File: config.mk
export PLATFORM = sky130hd
export DESIGN_NAME = sss_detector_flat
export DESIGN_NICKNAME = d
export VERILOG_FILES = /design/src/rtl/sss_pkg.sv /design/src/rtl/sss_detector_if.sv /design/src/rtl/sss_score.sv /design/src/rtl/sss_detector.sv /design/src/flat_wrapper.sv
export SDC_FILE = /design/constraint.sdc
export NUM_CORES = 1
export LEC_CHECK = 0
export CORE_MARGIN = 10
export CORE_UTILIZATION = 40
export CTS_CLUSTER_DIAMETER = 40
export DETAILED_ROUTE_END_ITERATION = 12
export HOLD_SLACK_MARGIN = 0.06
export PLACE_DENSITY = 0.62
export REMOVE_ABC_BUFFERS = 1
export SLEW_MARGIN = 15
export SYNTH_ARGS = -nofsm -noshare
export SYNTH_HDL_FRONTEND = slang
export SYNTH_SLANG_ARGS = --single-unit
File: constraint.sdc
create_clock -name clk -period 16.5 [get_ports clk]
set_input_delay 3.3 -clock clk [delete_from_list [all_inputs] [get_ports clk]]
set_output_delay 3.3 -clock clk [all_outputs]
set_load 0.02 [all_outputs]
File: src/rtl/sss_pkg.sv
// Shared constants and types for the SSS detector: base m-sequence, lengths,
// FSM encoding and a cyclic-rotate helper for the 31-chip sequence.
package sss_pkg;

  localparam int M_LEN   = 31;
  localparam int SSS_LEN = 62;

  // bit i holds x(i), x(i+5) = x(i+2) ^ x(i), seeded x(0..4) = 0,0,0,0,1
  localparam logic [M_LEN-1:0] X_SEQ = 31'b1010111011000111110011010010000;

  typedef enum logic [1:0] {
    ST_COLLECT = 2'd0,
    ST_SEARCH  = 2'd1,
    ST_REPORT  = 2'd2
  } state_t;

  // result bit i = v[(i + s) % 31], valid for s in 0..31
  function automatic logic [M_LEN-1:0] rot31(input logic [M_LEN-1:0] v,
                                             input logic [4:0] s);
    return M_LEN'({v, v} >> s);
  endfunction

endpackage

File: src/rtl/sss_detector_if.sv
// Bit-stream input and result bundle of the SSS detector.
interface sss_detector_if;
  logic       bit_in;
  logic       bit_valid;
  logic       busy;
  logic       done;
  logic       detected;
  logic [4:0] shift_idx;
  logic [1:0] n_id_2;
  logic [5:0] best_score;

  modport master (
    output bit_in, bit_valid,
    input  busy, done, detected, shift_idx, n_id_2, best_score
  );

  modport slave (
    input  bit_in, bit_valid,
    output busy, done, detected, shift_idx, n_id_2, best_score
  );
endinterface

File: src/rtl/sss_score.sv
// Combinational candidate generation for hypothesis (n,k) and XNOR-popcount
// agreement score against the received 62-bit frame.
module sss_score
  import sss_pkg::*;
(
  input  logic [SSS_LEN-1:0] rx,
  input  logic [1:0]         n,
  input  logic [4:0]         k,
  output logic [5:0]         score
);

  logic [4:0]         k1;
  logic [4:0]         n3;
  logic [M_LEN-1:0]   xk;
  logic [M_LEN-1:0]   xk1;
  logic [M_LEN-1:0]   xn;
  logic [M_LEN-1:0]   xn3;
  logic [SSS_LEN-1:0] cand;
  logic [SSS_LEN-1:0] agree;

  always_comb begin
    k1  = (k == 5'(M_LEN - 1)) ? 5'd0 : k + 5'd1;
    n3  = {3'b000, n} + 5'd3;
    xk  = rot31(X_SEQ, k);
    xk1 = rot31(X_SEQ, k1);
    xn  = rot31(X_SEQ, n3 - 5'd3);
    xn3 = rot31(X_SEQ, n3);
  end

  // even chips pair shifts (k,n), odd chips pair (k+1,n+3)
  always_comb begin
    cand = '0;
    for (int i = 0; i < M_LEN; i++) begin
      cand[2*i]   = xk[i]  ^ xn[i];
      cand[2*i+1] = xk1[i] ^ xn3[i];
    end
  end

  always_comb begin
    agree = ~(rx ^ cand);
    score = '0;
    for (int i = 0; i < SSS_LEN; i++) begin
      score = score + {5'd0, agree[i]};
    end
  end

endmodule

File: src/rtl/sss_detector.sv
// SSS detector: collects 62 hard bits, scores every (N_ID_2, shift) hypothesis
// one per cycle and reports the best one with a one-cycle done pulse.
//
//   state      | meaning
//   -----------+----------------------------------------------------------
//   ST_COLLECT | accept bit_valid bits into rx[count], count 0..61
//   ST_SEARCH  | score hypothesis (n_cur,k_cur), track strictly-better best
//   ST_REPORT  | done=1 for one cycle, inputs dropped, then back to collect
module sss_detector
  import sss_pkg::*;
#(
  parameter int THRESH  = 56,
  parameter int NUM_NID = 3
) (
  input  logic          clk,
  input  logic          reset,
  sss_detector_if.slave sss
);

  localparam logic [5:0] LAST_CNT = 6'(SSS_LEN - 1);
  localparam logic [4:0] LAST_K   = 5'(M_LEN - 1);
  localparam logic [1:0] LAST_N   = 2'(NUM_NID - 1);
  localparam logic [5:0] THRESH_S = 6'(THRESH);

  state_t             state;
  logic [5:0]         count;
  logic [SSS_LEN-1:0] rx;
  logic [1:0]         n_cur;
  logic [4:0]         k_cur;
  logic [5:0]         best_score_r;
  logic [1:0]         best_n;
  logic [4:0]         best_k;
  logic               busy_r;
  logic               done_r;
  logic               det_r;
  logic [4:0]         shift_r;
  logic [1:0]         nid_r;
  logic [5:0]         score_r;

  logic [5:0]         score;
  logic               take;
  logic [5:0]         fin_score;
  logic [1:0]         fin_n;
  logic [4:0]         fin_k;

  sss_score u_score (
    .rx    (rx),
    .n     (n_cur),
    .k     (k_cur),
    .score (score)
  );

  // the first hypothesis is always captured so a frame of zero scores still
  // reports (0,0); later ones only on a strictly higher score
  always_comb begin
    take      = ((n_cur == 2'd0) && (k_cur == 5'd0)) || (score > best_score_r);
    fin_score = take ? score : best_score_r;
    fin_n     = take ? n_cur : best_n;
    fin_k     = take ? k_cur : best_k;
  end

  always_ff @(posedge clk or negedge reset) begin
    if (!reset) begin
      state        <= ST_COLLECT;
      count        <= '0;
      rx           <= '0;
      n_cur        <= '0;
      k_cur        <= '0;
      best_score_r <= '0;
      best_n       <= '0;
      best_k       <= '0;
      busy_r       <= 1'b0;
      done_r       <= 1'b0;
      det_r        <= 1'b0;
      shift_r      <= '0;
      nid_r        <= '0;
      score_r      <= '0;
    end else begin
      case (state)
        ST_COLLECT: begin
          if (sss.bit_valid) begin
            rx[count] <= sss.bit_in;
            if (count == LAST_CNT) begin
              state        <= ST_SEARCH;
              count        <= '0;
              busy_r       <= 1'b1;
              n_cur        <= '0;
              k_cur        <= '0;
              best_score_r <= '0;
              best_n       <= '0;
              best_k       <= '0;
            end else begin
              count <= count + 6'd1;
            end
          end
        end

        ST_SEARCH: begin
          if (take) begin
            best_score_r <= score;
            best_n       <= n_cur;
            best_k       <= k_cur;
          end
          if (k_cur == LAST_K) begin
            k_cur <= '0;
            if (n_cur == LAST_N) begin
              state   <= ST_REPORT;
              done_r  <= 1'b1;
              det_r   <= (fin_score >= THRESH_S);
              shift_r <= fin_k;
              nid_r   <= fin_n;
              score_r <= fin_score;
            end else begin
              n_cur <= n_cur + 2'd1;
            end
          end else begin
            k_cur <= k_cur + 5'd1;
          end
        end

        ST_REPORT: begin
          done_r <= 1'b0;
          busy_r <= 1'b0;
          state  <= ST_COLLECT;
        end

        default: state <= ST_COLLECT;
      endcase
    end
  end

  assign sss.busy       = busy_r;
  assign sss.done       = done_r;
  assign sss.detected   = det_r;
  assign sss.shift_idx  = shift_r;
  assign sss.n_id_2     = nid_r;
  assign sss.best_score = score_r;

endmodule
File: src/flat_wrapper.sv
// flat-port wrapper written by rule: the top's interface ports become plain ports
module sss_detector_flat import sss_pkg::*;
#(
  parameter int THRESH  = 56,
  parameter int NUM_NID = 3
)
  (clk, reset, sss_bit_in, sss_bit_valid, sss_busy, sss_done, sss_detected, sss_shift_idx, sss_n_id_2, sss_best_score);
  sss_detector_if sss_i ();
  input  logic clk;
  input  logic reset;
  input wire logic [$bits(sss_i.bit_in)-1:0] sss_bit_in;
  input wire logic [$bits(sss_i.bit_valid)-1:0] sss_bit_valid;
  output wire logic [$bits(sss_i.busy)-1:0] sss_busy;
  output wire logic [$bits(sss_i.done)-1:0] sss_done;
  output wire logic [$bits(sss_i.detected)-1:0] sss_detected;
  output wire logic [$bits(sss_i.shift_idx)-1:0] sss_shift_idx;
  output wire logic [$bits(sss_i.n_id_2)-1:0] sss_n_id_2;
  output wire logic [$bits(sss_i.best_score)-1:0] sss_best_score;
  assign sss_i.bit_in = sss_bit_in;
  assign sss_i.bit_valid = sss_bit_valid;
  assign sss_busy = sss_i.busy;
  assign sss_done = sss_i.done;
  assign sss_detected = sss_i.detected;
  assign sss_shift_idx = sss_i.shift_idx;
  assign sss_n_id_2 = sss_i.n_id_2;
  assign sss_best_score = sss_i.best_score;
  sss_detector #(.THRESH(THRESH), .NUM_NID(NUM_NID)) u_core (.clk(clk), .reset(reset), .sss(sss_i));
endmodule
==> results summary <==
The number of placed I/O pins came out at 20. Counting flops with an async set or reset pin after synthesis yields a share of 100%. The number of antenna violations at the first check in global routing is 0. The number of DRC markers in iteration 0 is 551.

The flow ran to the end, and the final reports show no timing, DRC or antenna violations. The total setup buffers inserted after CTS is 0. Once detail routing completed, the nets flagged for antenna violations numbered 0.

The number of port buffers is 19. The depth of the worst hold-timing path is 2. In this run the critical register-to-register path is launched from u_core.k_cur[1]$_DFFE_PN0P_. The arrival time of the worst setup path is between 10,000 and 15,000 ps. The area of the die is 31,200 sq um.

The final standard cell area without fillers came out at ~10,000 sq um. The max-slew violation total from the final report was 0. The post-cts hold buffer count is 0. The top cell types in the final layout, fill and taps aside, are sky130_fd_sc_hd__dfrtp_1 (105), sky130_fd_sc_hd__nand2_1 (96), sky130_fd_sc_hd__xnor2_1 (95). At the pin with the least slew margin, the transition time is 1000 ps.

Along the worst path, the maximum fanout reaches 22. The final critical delay including setup and external delays came out at 12,040 ps. The final routed DRC violation total came out at 0.

The number of enable flip-flop cells after synthesis is 0. The number of instances in the synthesized netlist is 1,071. The total detailed-routing wirelength is 26,000 microns. Timing would allow up to a little over 0.08 GHz. Compared with the post-synthesis result, the final layout area differs by 6.67%. The post-placement worst setup slack came out at 4560 ps. The effective utilization at floorplan is 40.5%. On the critical path, the stage with the largest delay is an instance of sky130_fd_sc_hd__dfrtp_1. The clock latency on the worst-skew pair is roughly 360 ps. Counting stages on the worst path, the most repeated cell is sky130_fd_sc_hd__fa_1. The relative max-transition margin is 31.9%.

The terminating pin of the worst hold path is u_core.sss.shift_idx[4]$_DFFE_PN0P_. The quantity of gates resized following cts came out at 0. The total negative setup slack is 0 ps. The wire-length estimate of the detail-placed layout is between 15,000 and 20,000 microns.

Cells with a size suffix above 1 make up 10.9% of the layout. Across all setup checks in the final design, the least slack found is approximately 4500 ps. The all-layer global routing usage is between 15 and 20%. In this run the critical register-to-register path is captured at u_core.best_score_r[4]$_DFFE_PN0P_. The min-delay analysis places its worst path in the category reg -> reg. The worst setup path is launched from a flop. The post-synthesis instance area came out at 9820 sq um. The setup slack of the worst register-to-register path is 4460 ps. The sequential area share after synthesis came out at 27.0%.

The largest net degree at the start of global routing came out at 65. In the routed layout, each cell is associated on average with a via count of 5.44. The H-tree depth reported by CTS came out at 3. The clock net in this run drives a total of 106 sinks. The total CTS buffers is 9.

The overall via count from detail_route is approximately 7.4k. The deepest clock path buffer count is 2. The clock edge transition at the registers on the reported setup and hold paths came out at 70 ps. The startpoint identified for the worst hold timing path is u_core.sss.shift_idx[4]$_DFFE_PN0P_. The total area inside the core boundary comes to 24,200 sq um. The peak per-stage delay on the critical path is around 720 ps. The register bit count reported by yosys is approximately 110. The critical path data required time is 16,740 ps.

The detailed-router iteration count before antenna repair came out at 5. The number of hold-slack violations in the final timing report came out at 0. The distinct cell type count after synthesis is 72. TritonCTS built the clock tree. The area share of the leading cell type in the synthesized netlist came out at about 27%. The first-pass GRT wire length is ~41,000 microns.

In the synthesized netlist the dominant register cell turns out to be sky130_fd_sc_hd__dfrtp_1. The library cell used most frequently in the layout, excluding fill and tap cells, is sky130_fd_sc_hd__dfrtp_1. The cell area after placement is 10,200 sq um. Setup violations remaining at the end of the flow were counted as 0. Across the run, the number of max-cap violations was 0. The final net count is 1,139. The via count of the first global-routing pass is 7,140. The clock root buffer master is sky130_fd_sc_hd__clkbuf_16. The congestion estimate from routability-driven global placement came to 0.952. The total number of yosys warnings came out at 0. The per-cell routed wire length came out at roughly 19 microns. After synthesis, the mean cell area works out to ~9.2 sq um.

The x dimension of the die is approximately 180 microns. The total overflow reported by the global router came out at 0. By area the synthesized netlist is led by sky130_fd_sc_hd__dfrtp_1 (27%), sky130_fd_sc_hd__fa_1 (11%), sky130_fd_sc_hd__xnor2_1 (8.5%).

The synthesized design spends more area on one cell type than any other, namely sky130_fd_sc_hd__dfrtp_1. The clock skew after layout is 13.6 ps. The worst setup path is of the reg -> reg kind. The number of antenna diodes is 0.

The worst setup path is captured at a flop. The die is 177 microns tall. After layout, the worst path uses 73.0% of the clock period. Setup repair after global routing left no endpoint under its margin. The number of standard-cell rows in the floorplan is 57. The number of cells on the worst reg-to-reg path is 36.
[area by class of cell]
cell class | count | area, sq um
clock inverter | 6 | 47.5
fill | 2435 | 13800
timing repair buffer | 31 | 273
inverter | 74 | 278
tap | 324 | 405
multi-input combinational | 816 | 6590
sequential | 106 | 2650
clock buffer | 10 | 229
[cell usage after synthesis, drive strengths merged, types with 3 or more instances]
cell type / number
dfrtp: 106
nand2: 96
xnor2: 96
o21ai: 78
nor2: 76
inv: 73
mux2: 67
mux2i: 53
fa: 52
a21oi: 48
ha: 45
clkbuf: 39
buf: 36
xor2: 28
nor3: 17
nand3: 15
a22o: 14
a211oi: 11
nand4: 10
nand2b: 8
or3: 8
a21o: 7
a31oi: 7
and2: 7
nor4: 6
a21boi: 5
and3: 4
nor2b: 4
o211ai: 4
o21a: 4
a22oi: 3
o2111a: 3
o22ai: 3
o31ai: 3
[registers in the layout, summed over array words and instances, names as in the netlist, 2 cells and up]
name                   cells
u_core.best_k              5
u_core.sss.best_score      6
u_core.best_n              2
u_core.rx                 62
u_core.count               6
u_core.best_score_r        6
u_core.k_cur               5
u_core.state               2
u_core.n_cur               2
u_core.sss.shift_idx       5
u_core.sss.n_id_2          2
[logic make-up after synthesis]
kind of cell,after synthesis,share of synthesized area (%)
AND/OR/NAND/NOR,263,12.3
AO/OA/AOI/OAI,211,13.8
buffers and inverters,149,6.09
XOR/XNOR,124,11.1
multiplexers,121,13.3
flip-flops,106,27.0
adder cells (fa/ha/maj),97,16.3
[worst max-delay path by stage]
stage	end	slack, ps	cells after the start	start
after detailed placement	u_core.best_score_r[4]$_DFFE_PN0P_	4560	36	u_core.k_cur[1]$_DFFE_PN0P_
final	u_core.best_score_r[4]$_DFFE_PN0P_	4460	36	u_core.k_cur[1]$_DFFE_PN0P_
after floorplan	u_core.best_k[2]$_DFFE_PN0P_	5630	30	u_core.k_cur[2]$_DFFE_PN0P_
after CTS	u_core.best_score_r[4]$_DFFE_PN0P_	4490	36	u_core.k_cur[1]$_DFFE_PN0P_
after global routing	u_core.best_score_r[4]$_DFFE_PN0P_	3900	36	u_core.k_cur[1]$_DFFE_PN0P_
after global placement	u_core.best_score_r[4]$_DFFE_PN0P_	4520	36	u_core.k_cur[1]$_DFFE_PN0P_
[worst max-delay path, delay by kind of cell (launching register included)]
family / cells / cell delay [ps]
xor+xnor: 2 / 370
buf+inv: 7 / 700
simple gates: 3 / 550
flops: 1 / 720
mux: 1 / 220
fa+ha+maj: 13 / 6200
compound gates: 10 / 3110
[through the flow]
stage | instances | utilization (%) | hold WS [ps]
final | 1367 | 43.2 | 479
after global routing | 1367 | 43.2 | 498
after CTS | 1367 | 43.2 | 487
after detailed placement | 1351 | 42.1 | 469
after global placement | 1351 | 42.1 | 461
after floorplan | 996 | - | 451
[layer usage]
metal	global-route usage, %	wire (microns)
met3	2.37	1240
met2	26.2	12100
met1	22.9	12100
met5	0	0
met4	4.52	503
Power is left out: the tool's default activity adds up to more than one toggle a clock period on the data nets, which glitch-free logic cannot reach.
